File: src/rtl/fb_blend_responder_pkg.sv
// Shared types for the framebuffer blend responder: pixel colour struct, FSM state encoding, frame geometry.
package fb_pkg;

  localparam int FB_W = 640;
  localparam int FB_H = 480;

  typedef struct packed {
    logic [7:0] r;
    logic [7:0] g;
    logic [7:0] b;
  } rgb_t;

  typedef enum logic [1:0] {
    RUN   = 2'd0,
    SWAP  = 2'd1,
    CLEAR = 2'd2
  } fb_state_t;

  function automatic rgb_t pack_rgb(input logic [7:0] r, input logic [7:0] g, input logic [7:0] b);
    rgb_t c;
    c.r = r;
    c.g = g;
    c.b = b;
    return c;
  endfunction

endpackage

File: src/rtl/fb_blend_responder_addr_pipe.sv
// Delay line carrying {valid, pixel address, destination colour} from read to write,
// patching in-flight colours whenever a write lands on the same pixel.
module fb_addr_pipe #(
  parameter int STAGES = 2,
  parameter int ADDR_W = 19
) (
  input  logic              clk,
  input  logic              reset,
  input  logic              in_vld,
  input  logic [ADDR_W-1:0] in_addr,
  input  logic [23:0]       rdata,
  input  logic              wr_commit,
  input  logic [ADDR_W-1:0] wr_addr,
  input  logic [23:0]       wr_data,
  output logic              last_vld,
  output logic [ADDR_W-1:0] last_addr,
  output logic [23:0]       last_rgb,
  output logic              any_vld
);

  logic [STAGES-1:0] vld_p;
  logic [STAGES-1:0] hit;
  logic [ADDR_W-1:0] addr_p [STAGES];
  logic [23:0]       rgb_p  [STAGES];
  logic              fwd_p0;

  always_comb begin
    any_vld = 1'b0;
    hit     = '0;
    for (int k = 0; k < STAGES; k++) begin
      hit[k]  = wr_commit && vld_p[k] && (addr_p[k] == wr_addr);
      any_vld = any_vld | vld_p[k];
    end
  end

  always_ff @(posedge clk) begin
    if (!reset) begin
      vld_p  <= '0;
      fwd_p0 <= 1'b0;
    end else begin
      vld_p[0] <= in_vld;
      // RAM read in the same cycle as a write to that pixel returns stale data
      fwd_p0   <= in_vld && wr_commit && (in_addr == wr_addr);
      for (int k = 1; k < STAGES; k++) begin
        vld_p[k] <= vld_p[k-1];
      end
    end
  end

  // stage 0 -> stage 1 picks up RAM data; later stages just shift
  always_ff @(posedge clk) begin
    addr_p[0] <= in_addr;
    rgb_p[0]  <= wr_data;
    for (int k = 1; k < STAGES; k++) begin
      addr_p[k] <= addr_p[k-1];
      if (hit[k-1])
        rgb_p[k] <= wr_data;
      else if (k == 1)
        rgb_p[k] <= fwd_p0 ? rgb_p[0] : rdata;
      else
        rgb_p[k] <= rgb_p[k-1];
    end
  end

  assign last_vld  = vld_p[STAGES-1];
  assign last_addr = addr_p[STAGES-1];
  assign last_rgb  = (STAGES == 1) ? (fwd_p0 ? rgb_p[0] : rdata) : rgb_p[STAGES-1];

endmodule

File: src/rtl/fb_blend_responder.sv
// Framebuffer responder for the alpha blender's read-modify-write stream, with double-buffer swap.
// Define FB_CLEAR_ON_SWAP_EN to fill the new draw bank with BG_COLOR after every swap.
module fb_blend_responder
  import fb_pkg::*;
#(
  parameter int          CLKWAIT  = 2,
  parameter int          ADDR_W   = 19,
  parameter int          PIXELS   = 307200,
  parameter logic [23:0] BG_COLOR = 24'h000000
) (
  input  logic              clk,
  input  logic              reset,
  input  logic [ADDR_W-1:0] pixel_number,
  input  logic              read,
  input  logic              write,
  input  logic [7:0]        write_r,
  input  logic [7:0]        write_g,
  input  logic [7:0]        write_b,
  input  logic              frame_ready,
  output logic [7:0]        read_r,
  output logic [7:0]        read_g,
  output logic [7:0]        read_b,
  output logic              busy,
  output logic              overrun,
  output logic              display_bank,
  output logic              mem_rd_en,
  output logic [ADDR_W:0]   mem_rd_addr,
  input  logic [23:0]       mem_rdata,
  output logic              mem_wr_en,
  output logic [ADDR_W:0]   mem_wr_addr,
  output logic [23:0]       mem_wdata
);

  fb_state_t         state;
  logic              swap_pend;
  logic              draw_bank;
  logic [23:0]       rd_hold;
  logic              accept;
  logic              wr_commit;
  logic              last_vld;
  logic [ADDR_W-1:0] last_addr;
  logic [23:0]       last_rgb;
  logic              any_vld;
  rgb_t              wr_rgb;

`ifdef FB_CLEAR_ON_SWAP_EN
  logic [ADDR_W-1:0] clr_cnt;
`endif

  assign busy      = swap_pend || (state != RUN);
  assign accept    = reset && read && !busy;
  assign wr_commit = reset && write && last_vld;
  assign wr_rgb    = pack_rgb(write_r, write_g, write_b);

  assign mem_rd_en   = accept;
  assign mem_rd_addr = accept ? {draw_bank, pixel_number} : '0;

  always_comb begin
    mem_wr_en   = 1'b0;
    mem_wr_addr = '0;
    mem_wdata   = '0;
    if (wr_commit) begin
      mem_wr_en   = 1'b1;
      mem_wr_addr = {draw_bank, last_addr};
      mem_wdata   = wr_rgb;
    end
`ifdef FB_CLEAR_ON_SWAP_EN
    if (reset && state == CLEAR) begin
      mem_wr_en   = 1'b1;
      mem_wr_addr = {draw_bank, clr_cnt};
      mem_wdata   = BG_COLOR;
    end
`endif
  end

  fb_addr_pipe #(
    .STAGES(CLKWAIT),
    .ADDR_W(ADDR_W)
  ) u_pipe (
    .clk      (clk),
    .reset    (reset),
    .in_vld   (accept),
    .in_addr  (pixel_number),
    .rdata    (mem_rdata),
    .wr_commit(wr_commit),
    .wr_addr  (last_addr),
    .wr_data  (wr_rgb),
    .last_vld (last_vld),
    .last_addr(last_addr),
    .last_rgb (last_rgb),
    .any_vld  (any_vld)
  );

  assign {read_r, read_g, read_b} = last_vld ? last_rgb : rd_hold;

  always_ff @(posedge clk) begin
    if (!reset) begin
      state        <= RUN;
      swap_pend    <= 1'b0;
      draw_bank    <= 1'b0;
      display_bank <= 1'b1;
      overrun      <= 1'b0;
      rd_hold      <= '0;
`ifdef FB_CLEAR_ON_SWAP_EN
      clr_cnt      <= '0;
`endif
    end else begin
      if (read && busy)
        overrun <= 1'b1;
      if (last_vld)
        rd_hold <= last_rgb;
      // a frame_ready arriving during SWAP must survive the clear of swap_pend
      swap_pend <= frame_ready | (swap_pend & (state != SWAP));
      case (state)
        RUN: begin
          if (swap_pend && !any_vld)
            state <= SWAP;
        end
        SWAP: begin
          draw_bank    <= ~draw_bank;
          display_bank <= ~display_bank;
`ifdef FB_CLEAR_ON_SWAP_EN
          clr_cnt      <= '0;
          state        <= CLEAR;
`else
          state        <= RUN;
`endif
        end
`ifdef FB_CLEAR_ON_SWAP_EN
        CLEAR: begin
          clr_cnt <= clr_cnt + 1'b1;
          if (clr_cnt == ADDR_W'(PIXELS - 1))
            state <= RUN;
        end
`endif
        default: state <= RUN;
      endcase
    end
  end

endmodule

File: config.mk
export PLATFORM = sky130hd
export DESIGN_NAME = fb_blend_responder
export DESIGN_NICKNAME = d
export VERILOG_FILES = /design/src/rtl/fb_blend_responder_pkg.sv /design/src/rtl/fb_blend_responder_addr_pipe.sv /design/src/rtl/fb_blend_responder.sv
export SDC_FILE = /design/constraint.sdc
export NUM_CORES = 1
export LEC_CHECK = 0
export CAP_MARGIN = 20
export CORE_AREA = 2 2 98 100
export CTS_BUF_LIST = sky130_fd_sc_hd__clkbuf_2 sky130_fd_sc_hd__clkbuf_4 sky130_fd_sc_hd__clkbuf_8
export DETAILED_ROUTE_END_ITERATION = 8
export DIE_AREA = 0 0 100 102
export PLACE_DENSITY = 0.87
export SLEW_MARGIN = 10
export SYNTH_ARGS = -nofsm -noshare
export SYNTH_HDL_FRONTEND = slang
export SYNTH_SLANG_ARGS = --single-unit
File: constraint.sdc
create_clock -name clk -period 3.8 [get_ports clk]
set_clock_uncertainty 0.2 [all_clocks]
set_input_delay 0.38 -clock clk [delete_from_list [all_inputs] [get_ports clk]]
set_output_delay 0.38 -clock clk [all_outputs]
set_load 0.005 [all_outputs]
==> results of run 1 <==
-- cells in the mapped netlist (all sizes together) --
master and instances:
a21oi 1, xor2 29, clkbuf 15, nor2 2
nand2 3, mux2 72, nor2b 2, xnor2 11
and3 4, o21a 1, nand3 1, nand4 4
buf 3, and2 90, inv 1, nor3 2
dfxtp 118, nor4 7
-- cell usage in the layout (no fill, tap or decap), types with 2 or more instances in the layout --
cell	instances
sky130_fd_sc_hd__clkdlybuf4s50_1	164
sky130_fd_sc_hd__dfxtp_1	118
sky130_fd_sc_hd__and2_1	90
sky130_fd_sc_hd__mux2_2	52
sky130_fd_sc_hd__xor2_1	29
sky130_fd_sc_hd__mux2_4	20
sky130_fd_sc_hd__clkbuf_8	18
sky130_fd_sc_hd__xnor2_1	11
sky130_fd_sc_hd__nor4_1	7
sky130_fd_sc_hd__bufinv_16	5
sky130_fd_sc_hd__buf_4	5
sky130_fd_sc_hd__and3_1	4
sky130_fd_sc_hd__clkinvlp_4	4
sky130_fd_sc_hd__nand4_1	3
sky130_fd_sc_hd__nand2_1	3
sky130_fd_sc_hd__clkinv_2	3
sky130_fd_sc_hd__nor2_1	2
sky130_fd_sc_hd__nor2b_1	2
-- worst paths after layout --
check / cells past startpoint / slack (ns) / to / from
setup / recovery: 5 / 0.76 / mem_wdata[18] / reset
hold / removal: 0 / 0.16 / u_pipe.addr_p[0][22] / u_pipe.addr_p[0][3]
setup reg to reg: 6 / 1.49 / u_pipe.rgb_p[1][16] / u_pipe.vld_p[1]
hold reg to reg: 0 / 0.16 / u_pipe.addr_p[0][22] / u_pipe.addr_p[0][3]
-- per-layer routing --
metal  vias to the layer above  global-route usage, %
met1                      1447                  22.95
met4                         0                  6.639
li1                       1549                      -
met2                       116                  34.36
met5                         -                      0
met3                         9                  7.456
-- report_power, final --
part           switching, mW  internal [mW]
combinational         0.0852          0.178
clock                  0.481          0.802
sequential            0.0295           1.30
-- cells by family after synthesis --
| kind of cell | synth area share (%) |
|---|---|
| flip-flops | 53.45 |
| AND/OR/NAND/NOR | 16.17 |
| multiplexers | 20.05 |
| XOR/XNOR | 7.927 |
| buffers and inverters | 2.123 |
| AO/OA/AOI/OAI | 0.2831 |
-- sequential cells by signal, indices dropped and copies added (netlist names) --
name,cells
display_bank,1
u_pipe.rgb_p,48
overrun,1
u_pipe.addr_p,38
draw_bank,1
u_pipe.fwd_p0,1
rd_hold,24
u_pipe.vld_p,2
state,1
swap_pend,1
-- stage by stage --
step	cells	utilization, %	area (um2)	setup WS (ns)	power, mW
after global routing	661	72.83	6634	0.6020	2.992
after CTS	661	72.83	6634	0.7153	2.906
after floorplan	366	-	4419	1.958	1.455
final	661	72.83	6634	0.7620	2.874
after global placement	628	67.49	6147	0.8138	1.612
after detailed placement	629	67.79	6175	0.7235	1.620
-- layout make-up --
class / instances / area [um2] / share of cell area, %
inverter: 1 / 3.754 / 0.05658
clock buffer: 19 / 255.2 / 3.848
multi-input combinational: 229 / 1963 / 29.59
tap: 111 / 138.9 / 2.094
clock inverter: 13 / 203.9 / 3.074
timing repair buffer: 170 / 1707 / 25.73
sequential: 118 / 2362 / 35.61
-- worst max-delay path, delay by kind of cell --
family | cells | cell delay (ns)
simple gates | 2 | 0.68
buf+inv | 3 | 1.40
==> metrics.yaml, run 1 <==
outcome: "complete, no violations"
clkLatencyLatePin_ns: 0.41
fp.dieH_um: 102
synthesized_net_count: 438
via_count: 3121
cts_tree: "done"
setup_total_negative_slack_ns: 0
synth-seq-area-share_pct: 53.45
finalNetCount: 609
grt_antenna_before_repair: 0
worstMarginPinSlew_ns: 0.5608
synth-seq-cells: 118
globalRouteOverflowTotal: 0
postSynthCellCount: 366
setup_viol: 0
worst_ir_drop_vdd_uv: 211.9
maxCapViolations: 0
maxClockFrequency_ghz: 0.3292
finalMaxSlewViolations: 0
first_iter_violations: 41
timing.final.crit_share_pct: 79.95
worstSetupPathType: "in2out"
synth_top_cell_by_area: "sky130_fd_sc_hd__dfxtp_1"
crit_fanout: 17
crit_path_end_kind: "output pin"
core_area_mm2: 0.009109
cts_resized: 0
detailed_place_hpwl_mm: 7.113
worst_slew_margin_rel_pct: 62.61
ioPinCount: 165
placement_rows: 35
start_kind: "primary input"
leakage_nw: 2.737
cts-buffers-inserted: 17
grt.total_usage_pct: 19.90
routed.top_layer: "met4"
antenna_violating_nets_post_route: 0
post_synth.cell_area_avg_um2: 12.07
met3_wirelength_um: 689
initial_utilization_pct: 48.52
mapped_area_mm2: 0.004419
yosysWarnings: 0
timing.critical_path.cells: "clkdlybuf4s50_1 -> and3_1 -> buf_4 -> and2_1 -> clkdlybuf4s50_1"
drt-wirelength-per-cell_um: 14.81
routed_wl_mm: 9.787
unrepaired_setup_endpoints_after_global_routing: "no"
clk_transition_reported_paths_ns: 0.06
die_w_um: 100
critical_path_required_ns: 3.22
routed-wl-met2_mm: 4.804
cp_common_cell: "sky130_fd_sc_hd__clkdlybuf4s50_1"
timing.final.hold_violations: 0
grt_first_pass_wirelength_mm: 15.57
hold_ws_ns: 0.1622
drive_gt1_share_pct: 20.36
root_buffer: "sky130_fd_sc_hd__clkbuf_8"
clock_path_buffers: 2
die_area_mm2: 0.01020
area.growth.synth_to_final_pct: 50.11
power.density_cell_area_mw_per_mm2: 433.2
post_cts.repair.setup_buffers: 0
area_fraction_of_the_dominant_cell_type_after_synthesis_pct: 53.45
antenna-diode-count: 0
finalWorstPathRequiredPeriod_ns: 3.038
remaining_drc_errors: 0
dr.pass1.iters: 4
routed_via_density: 4.722
clkSinkCount: 118
met1Wirelength_mm: 4.175
post_cts_hold_buffer_count: 0
depth_of_the_cts_h_tree: 4
fill_cells: 643
first_global_vias: 3241
post_synth_num_cell_types: 21
netlist_top_cells_area: "sky130_fd_sc_hd__dfxtp_1 (53%), sky130_fd_sc_hd__mux2_2 (13%), sky130_fd_sc_hd__and2_1 (13%)"
cp_slowest_stage_delay_ns: 0.59
finalWeightedCongestion: 0.7964
crit_path_top_delay_cell: "sky130_fd_sc_hd__clkdlybuf4s50_1"
pin_count_of_the_biggest_net_entering_global_routing: 28
min-delay-path-class: "reg2reg"
io_buffers: 164
critical_path_arrival_ns: 2.46
Note: power is estimated with default switching activity, not from simulation.
==> run 2, diff against run 1 <==
--- a/config.mk
+++ b/config.mk
@@ -6,11 +6,11 @@
 export NUM_CORES = 1
 export LEC_CHECK = 0
 export CAP_MARGIN = 20
-export CORE_AREA = 2 2 98 100
+export CORE_AREA = 2 2 102 104
 export CTS_BUF_LIST = sky130_fd_sc_hd__clkbuf_2 sky130_fd_sc_hd__clkbuf_4 sky130_fd_sc_hd__clkbuf_8
 export DETAILED_ROUTE_END_ITERATION = 8
-export DIE_AREA = 0 0 100 102
-export PLACE_DENSITY = 0.87
+export DIE_AREA = 0 0 104 106
+export PLACE_DENSITY = 0.81
 export SLEW_MARGIN = 10
 export SYNTH_ARGS = -nofsm -noshare
 export SYNTH_HDL_FRONTEND = slang
==> constraint.sdc (replaced) <==
create_clock -name clk -period 2.9 [get_ports clk]
set_clock_uncertainty 0.2 [all_clocks]
set_input_delay 0.29 -clock clk [delete_from_list [all_inputs] [get_ports clk]]
set_output_delay 0.29 -clock clk [all_outputs]
set_load 0.005 [all_outputs]
==> run 2 against run 1 <==
Effect of this change:
- worst hold slack hardly changed
- wire length is 4.0% higher
- critical path depth stayed put
- core utilization is 7.1 points lower
- count of clock-buffer cells in the layout stayed put
- design area is 0.98% lower
- total power is 20% higher
- sequential power is 31% higher
- register-to-register slack worse by 0.65 ns
- sequential share of layout area is 0.35 points higher
- global-route usage is 0.74 points lower
==> metrics.yaml, run 2 (same netlist as run 1, synthesis figures left out) <==
via_count: 3175
fp.dieH_um: 106
critical-path-top-delay-family: "buffers and inverters"
crit_fanout: 21
globalRouteOverflowTotal: 0
dr.pass1.iters: 4
cp_slowest_stage_delay_ns: 0.50
min-delay-path-class: "reg2reg"
start_kind: "flip-flop"
clock_path_buffers: 2
reg2regPathDepth: 5
hold_depth: 0
post_cts.repair.setup_buffers: 0
timing.final.crit_share_pct: 86.48
clkLatencyLatePin_ns: 0.41
post_cts_hold_buffer_count: 0
first_iter_violations: 105
leakage_nw: 2.717
grt_first_pass_wirelength_mm: 16.52
detailed_place_hpwl_mm: 7.351
timing.hold.worst_endpoint: "u_pipe.addr_p[0][21]"
placement_rows: 37
finalWorstPathRequiredPeriod_ns: 2.508
share_of_the_core_filled_with_cells_pct: 65.69
routed_via_density: 4.622
worstSetupPathType: "reg2out"
crit_path_top_delay_cell: "sky130_fd_sc_hd__clkdlybuf4s50_1"
largest_register_ff_count: 48
cts_tree: "done"
biggestRegsByFlops: "u_pipe.rgb_p: 48 flops, u_pipe.addr_p: 38 flops, rd_hold: 24 flops"
critical_path_required_ns: 2.41
critical_path.reg2reg.endpoint: "u_pipe.rgb_p[1][16]"
depth_of_the_cts_h_tree: 4
setup_total_negative_slack_ns: 0
timing.final.hold_violations: 0
cts_resized: 0
unrepaired_setup_endpoints_after_global_routing: "no"
worst_ir_drop_vdd_uv: 243.7
power.density_cell_area_mw_per_mm2: 524.4
hold_ws_ns: 0.1618
maxClockFrequency_ghz: 0.3988
first_global_vias: 3408
timing.critical_path.cells: "nor2_1 -> and3_1 -> buf_4 -> and2_1 -> clkdlybuf4s50_1"
drive_gt1_share_pct: 20.51
root_buffer: "sky130_fd_sc_hd__clkbuf_8"
timing.hold.worst.start: "u_pipe.addr_p[0][2]"
grt.total_usage_pct: 19.15
core_area_mm2: 0.01000
crit_path_end_kind: "output pin"
routed_wl_mm: 10.18
worst_slew_margin_rel_pct: 70.37
timing.critical_path.from: "state[0]"
clkSinkCount: 118
outcome: "complete, no violations"
maxCapViolations: 0
cts-buffers-inserted: 17
die_area_mm2: 0.01102
crit-reg2reg-launch: "u_pipe.addr_p[0][19]"
setup_viol: 0
grt_antenna_before_repair: 0
layout_commonest_cell: "sky130_fd_sc_hd__clkdlybuf4s50_1"
post-route-worst-setup-slack_ns: 0.3922
finalWeightedCongestion: 0.7589
final_cell_mix: "sky130_fd_sc_hd__clkdlybuf4s50_1 (164), sky130_fd_sc_hd__dfxtp_1 (118), sky130_fd_sc_hd__and2_1 (90)"
placement.setup.worst_slack_ns: 0.3990
r2r_slack_ns: 0.84
worstPathBufferInverterCount: 2
top_register: "u_pipe.rgb_p"
worstMarginPinSlew_ns: 0.4444
io_buffers: 164
initial_utilization_pct: 44.19
antenna-diode-count: 0
die_w_um: 104
finalMaxSlewViolations: 0
area.growth.synth_to_final_pct: 48.64
antenna_violating_nets_post_route: 0
drt-wirelength-per-cell_um: 14.81
ioPinCount: 165
clk_transition_reported_paths_ns: 0.07
finalNetCount: 612
critical_path_arrival_ns: 2.02
pin_count_of_the_biggest_net_entering_global_routing: 26
remaining_drc_errors: 0
-- run 2: how the worst max path moves through the flow --
stage / slack, ns / cells past startpoint / endpoint
after global placement: 0.43 / 5 / mem_wr_addr[1]
after detailed placement: 0.40 / 6 / mem_rd_addr[17]
after floorplan: 1.06 / 7 / u_pipe.rgb_p[1][10]
after CTS: 0.34 / 5 / mem_rd_addr[17]
final: 0.39 / 5 / mem_rd_addr[17]
after global routing: 0.24 / 5 / mem_rd_addr[0]
-- run 2: metal layers --
metal | up-vias | part of all wire, % | track usage (%)
li1 | 1549 | - | -
met1 | 1492 | 43 | 21.97
met2 | 121 | 49 | 33.13
met3 | 13 | 6.8 | 6.806
met4 | 0 | 1.1 | 6.757
met5 | - | 0 | 0
-- run 2: layout make-up --
type                       count  area [um2]
timing repair buffer         173        1709
tap                          136       170.2
sequential                   118        2362
multi-input combinational    229        1963
clock inverter                11       111.4
fill                         811        3431
clock buffer                  19       249.0
inverter                       1       3.754
-- run 2: stage by stage --
step	total power, mW	cell area (um2)	instances
after global routing	3.589	6569	687
after global placement	2.116	6208	657
final	3.445	6569	687
after CTS	3.484	6569	687
after floorplan	1.907	4419	366
after detailed placement	2.127	6208	657
-- run 2: power by group --
group / switching [mW] / internal [mW] / total (mW)
Combinational: 0.114 / 0.236 / 0.350
Clock: 0.595 / 0.761 / 1.36
Sequential: 0.0378 / 1.70 / 1.74
Total: 0.747 / 2.70 / 3.44
==> RTL change 1: new RTL, flow settings as in run 2 <==
`ADDR_W` is set to 19 in 2 places; all go to 15.
--- a/src/rtl/fb_blend_responder_addr_pipe.sv
+++ b/src/rtl/fb_blend_responder_addr_pipe.sv
@@ -2,7 +2,7 @@
 // patching in-flight colours whenever a write lands on the same pixel.
 module fb_addr_pipe #(
   parameter int STAGES = 2,
-  parameter int ADDR_W = 19
+  parameter int ADDR_W = 15
 ) (
   input  logic              clk,
   input  logic              reset,
--- a/src/rtl/fb_blend_responder.sv
+++ b/src/rtl/fb_blend_responder.sv
@@ -4,7 +4,7 @@
   import fb_pkg::*;
 #(
   parameter int          CLKWAIT  = 2,
-  parameter int          ADDR_W   = 19,
+  parameter int          ADDR_W   = 15,
   parameter int          PIXELS   = 307200,
   parameter logic [23:0] BG_COLOR = 24'h000000
 ) (
Interface: changed (resized mem_rd_addr, mem_wr_addr and pixel_number); port bits go from 165 to 153. No check against the original RTL was run, so the function may have changed too.
==> RTL change 1 against run 2 <==
- worst setup slack got worse by 0.0017 ns
- sequential cell count fell by 8
- area after synthesis fell by 6.8%
- synthesized cell count fell by 7.7%
- count of clock-buffer cells in the layout fell by 9
- routed wire length fell by 9.5%
- design area fell by 8.8%
- via count fell by 11%
- hold slack improved by 0.0084 ns
- total power fell by 17%
- final cell count fell by 8.0%
==> RTL change 1: results (changes against run 2) <==
run_status:
  status: "finished, final reports clean"
timing:
  hold_slack_ns: 0.170  # +0.00838 ns
  tightest_slew_ns: 0.372  # -0.0722 ns
placed_design:
  dp_hpwl_mm: 6.86  # -6.6%
  place.gp.congestion: 0.774  # +2.0%
  numPortBuffers: 152  # -7.3%
  post-place-ws_ns: 0.293  # -0.106 ns
synth:
  seq_area_frac_synth_pct: 53.4  # about the same
  ys_types: 23  # +9.5%
  muxShareOfSynthArea_pct: 21.5  # +1.5 points
  synth_compound_area_share_pct: 0.304  # +0.021 points
  ys_top_cells_by_count: "110 x dfxtp_1, 82 x and2_1, 52 x mux2_2"
  synthXorXnorAreaFrac_pct: 6.80  # -1.1 points
layout:
  multi_input_cells: 209  # -8.7%
  nNonClkBuffers: 159  # -8.1%
  drive_above_1_share_pct: 20.0  # -0.55 points
  regArea_um2: 2200  # -6.8%
  multi_input_area_share_pct: 30.5  # +0.66 points
  clock_buffers: 10  # -9
  largestRegisters: "u_pipe.rgb_p: 48 flops, u_pipe.addr_p: 30 flops, rd_hold: 24 flops"
global_routing:
  grt_max_degree: 30  # +15%
  track_usage_pct: 17.1  # -2.1 points
  grt_pass1_wl_mm: 14.9  # -9.7%
  grt_pass1_vias: 3005  # -12%
worst_setup_path:
  ff2ff_path_depth: 6  # +1
  r2r_setup_slack_ns: 0.97  # +0.13 ns
  r2r_start: "u_pipe.addr_p[0][15]"
  r2r-end: "u_pipe.rgb_p[1][14]"
  cp-endpoint: "mem_rd_addr[15]"
power_and_ir_drop:
  clockPowerShare_pct: 32.3  # -7.1 points
  p_int_w: 0.00224  # -17%
  p_leak_nw: 2.42  # -11%
  ir_drop_v: 0.000287  # +18%
  seqPwrFrac_pct: 56.3  # +5.8 points
clocking:
  cts.sinks: 110  # -6.8%
  clk_pin_slew_ns: 0.10  # +0.03 ns
  insertion_delay_ns: 0.35  # -0.06 ns
  h-tree-depth: 3  # -1
  cts_made_buffers: 9  # -8
detailed_routing:
  drt_iter0_drc: 66  # -37%
  vias: 2840  # -11%
-- RTL change 1: changes by cell type after synthesis, sizes merged, moves of 2 or more --
cell | before | now
xnor2 | 11 | 25
nand2 | 3 | 1
nor4 | 7 | 3
xor2 | 29 | 7
nand3 | 1 | 3
nand4 | 4 | 6
dfxtp | 118 | 110
and2 | 90 | 82
-- RTL change 1: repair_timing --
item,in CTS,in global routing
hold buffers,0,0
hold endpoints to repair,0,0
resized for setup,0,1
setup endpoints to repair,0,7
-- RTL change 1: per-stage QoR --
stage	instances	area (um^2)
after floorplan	338	4120
after global placement	616	5780
after detailed placement	616	5780
after CTS	632	5990
after global routing	632	5990
final	632	5990
-- RTL change 1: worst max-delay path, delay by kind of cell, from the launching register on --
family	cells	cell delay, ns
buf+inv	1	0.51
flops	1	0.36
simple gates	3	0.81
-- RTL change 1: per-layer routing --
metal	track usage, %	part of all wire (%)	up-vias
met5	0	0	-
met4	5.21	0.62	0
met3	4.60	5.2	7
met2	31.2	52	74
met1	19.4	42	1346
li1	-	-	1413
==> RTL change 2: new RTL, flow settings as in run 2 <==
Without the edit above. Register the output `overrun` once more; this adds one clock of latency there. The other outputs are not delayed to match.
--- a/src/rtl/fb_blend_responder.sv
+++ b/src/rtl/fb_blend_responder.sv
@@ -30,6 +30,8 @@
   output logic [ADDR_W:0]   mem_wr_addr,
   output logic [23:0]       mem_wdata
 );
+
+  logic overrun_s0;
 
   fb_state_t         state;
   logic              swap_pend;
@@ -99,14 +101,14 @@
       swap_pend    <= 1'b0;
       draw_bank    <= 1'b0;
       display_bank <= 1'b1;
-      overrun      <= 1'b0;
+      overrun_s0   <= 1'b0;
       rd_hold      <= '0;
 `ifdef FB_CLEAR_ON_SWAP_EN
       clr_cnt      <= '0;
 `endif
     end else begin
       if (read && busy)
-        overrun <= 1'b1;
+        overrun_s0 <= 1'b1;
       if (last_vld)
         rd_hold <= last_rgb;
       // a frame_ready arriving during SWAP must survive the clear of swap_pend
@@ -138,5 +140,9 @@
     end
   end
 
+  always_ff @(posedge clk) begin
+    overrun <= overrun_s0;
+  end
+
 endmodule
 
Formal check against the unedited RTL: not equivalent (a bounded check fails within 4 cycles, from zero or initial values and one cycle with reset low).
==> RTL change 2 against run 2 <==
- design area rose by 1.6%
- sequential cell count grew 1
- worst setup slack worse by 0.11 ns
- clock power grew 18%
- routed wire length increased by 1.9%
- total power up 7.9%
- area after synthesis increased by 0.45%
- first-iteration DRC count shrank 40%
- critical endpoint is now mem_wr_addr[1]
- highest routed layer unchanged
==> RTL change 2: results (changes against run 2) <==
detailed_routing:
  drt_iter0_drc: 63  # -40%
  viasPerCell: 4.60  # -0.45%
  wl_per_cell_um: 15.0  # +1.3%
synth:
  synth-edff-count: 0  # unchanged
  synthCells: 367  # +0.27%
  syn_nets: 439  # +0.23%
  seq_area_frac_synth_pct: 53.7  # +0.21 points
  yosys-top-cells-area: "dfxtp_1 54%, mux2_2 13%, and2_1 13%"
  async_flop_share_pct: 0  # unchanged
  ys_top_cells_by_count: "119 x dfxtp_1, 90 x and2_1, 52 x mux2_2"
  ys_warn_count: 0  # unchanged
  ys_types: 21  # unchanged
worst_setup_path:
  critPathArrivalTime_ns: 2.13  # +0.11 ns
  r2r-end: "u_pipe.rgb_p[1][23]"
  slowest_stage: "clkdlybuf4s50_1"
  worstSetupPathType: "flop to output pin"
  ff2ff_path_depth: 7  # +2
  crit_fanout: 18  # -14%
  critPathMaxStageDelay_ns: 0.54  # +0.04 ns
  r2r_start: "u_pipe.vld_p[1]"
  r2r_setup_slack_ns: 0.70  # -0.14 ns
  cp-endpoint: "mem_wr_addr[1]"
clocking:
  insertion_delay_ns: 0.40
  cts_resized: 0  # unchanged
  clock_path_buffers: 2  # unchanged
  root_buffer: "clkbuf_8"
  clk_pin_slew_ns: 0.07  # about the same
  cts_made_buffers: 17  # unchanged
  h-tree-depth: 4  # unchanged
placed_design:
  post-place-ws_ns: 0.362  # -0.0366 ns
  place.gp.congestion: 0.756  # -0.41%
  dp.cells: 659  # +0.30%
  placed_cell_area_um2: 6240  # +0.44%
  dp_hpwl_mm: 7.63  # +3.8%
  numPortBuffers: 164  # unchanged
global_routing:
  grt_max_degree: 25  # -3.8%
  antenna_found_initial: 0  # unchanged
  track_usage_pct: 19.4  # +0.23 points
  grt_pass1_wl_mm: 16.7  # +1.1%
  grt_pass1_vias: 3420  # +0.35%
layout:
  largestRegisters: "u_pipe.rgb_p: 48 flops, u_pipe.addr_p: 38 flops, rd_hold: 24 flops"
  layoutNonFillerInstCount: 691  # +0.58%
  nets: 614  # +0.33%
  drive_above_1_share_pct: 20.9  # +0.39 points
worst_hold_path:
  hp-class: "flop to flop"
timing:
  tightest_slew_ns: 0.462  # +0.0174 ns
  period_share_pct: 90.3  # +3.8 points
  finalSetupTns_ns: 0  # unchanged
power_and_ir_drop:
  p_leak_nw: 2.76  # +1.5%
  ir_drop_v: 0.000336  # +38%
run_status:
  status: "finished, final reports clean"
==> RTL change 2: report_power, final <==
part	total, W	switching (W)	internal, W
clock	0.00161	0.000633	0.000978
sequential	0.00175	0.0000392	0.00172
combinational	0.000351	0.000115	0.000236
total	0.00372	0.000787	0.00293
==> RTL change 2: metal layers <==
layer	wire length [um]	up-vias	track usage, %
li1	-	1560	-
met1	4280	1494	21.2
met2	5270	115	34.4
met3	688	10	7.30
met4	133	0	7.14
met5	0	-	0
==> RTL change 2: kinds of logic after synthesis <==
kind of cell / share of synthesized area [%]
compound gates: 0.282
xor+xnor: 7.89
buf+inv: 2.11
flops: 53.7
mux: 20.0
simple gates: 16.1
==> RTL change 2: layout make-up <==
cell class	instances	area [um^2]
fillers	787	3320
multi-input cells	229	1960
repair buffers	174	1720
clock inverters	12	176
inverters	1	3.75
well taps	136	170
clock buffers	20	263
flip-flops and latches	119	2380
==> RTL change 2: worst min path at each step <==
stage / from / end / slack (ns) / cells past startpoint
6_report: overrun_s0 / overrun / 0.16 / 0
5_1_grt: write_b[4] / u_pipe.rgb_p[0][4] / 0.15 / 1
4_1_cts: write_r[4] / u_pipe.rgb_p[0][20] / 0.15 / 1
3_5_place_dp: overrun_s0 / overrun / 0.15 / 0
3_3_place_gp: overrun_s0 / overrun / 0.14 / 0
2_1_floorplan: pixel_number[0] / u_pipe.addr_p[0][0] / 0.12 / 0
==> RTL change 2: critical path: cells and delay by family (launching register included) <==
| kind | cells | cell delay [ns] |
|---|---|---|
| AND/OR/NAND/NOR | 2 | 0.42 |
| buffers and inverters | 3 | 0.99 |
| flip-flops | 1 | 0.32 |
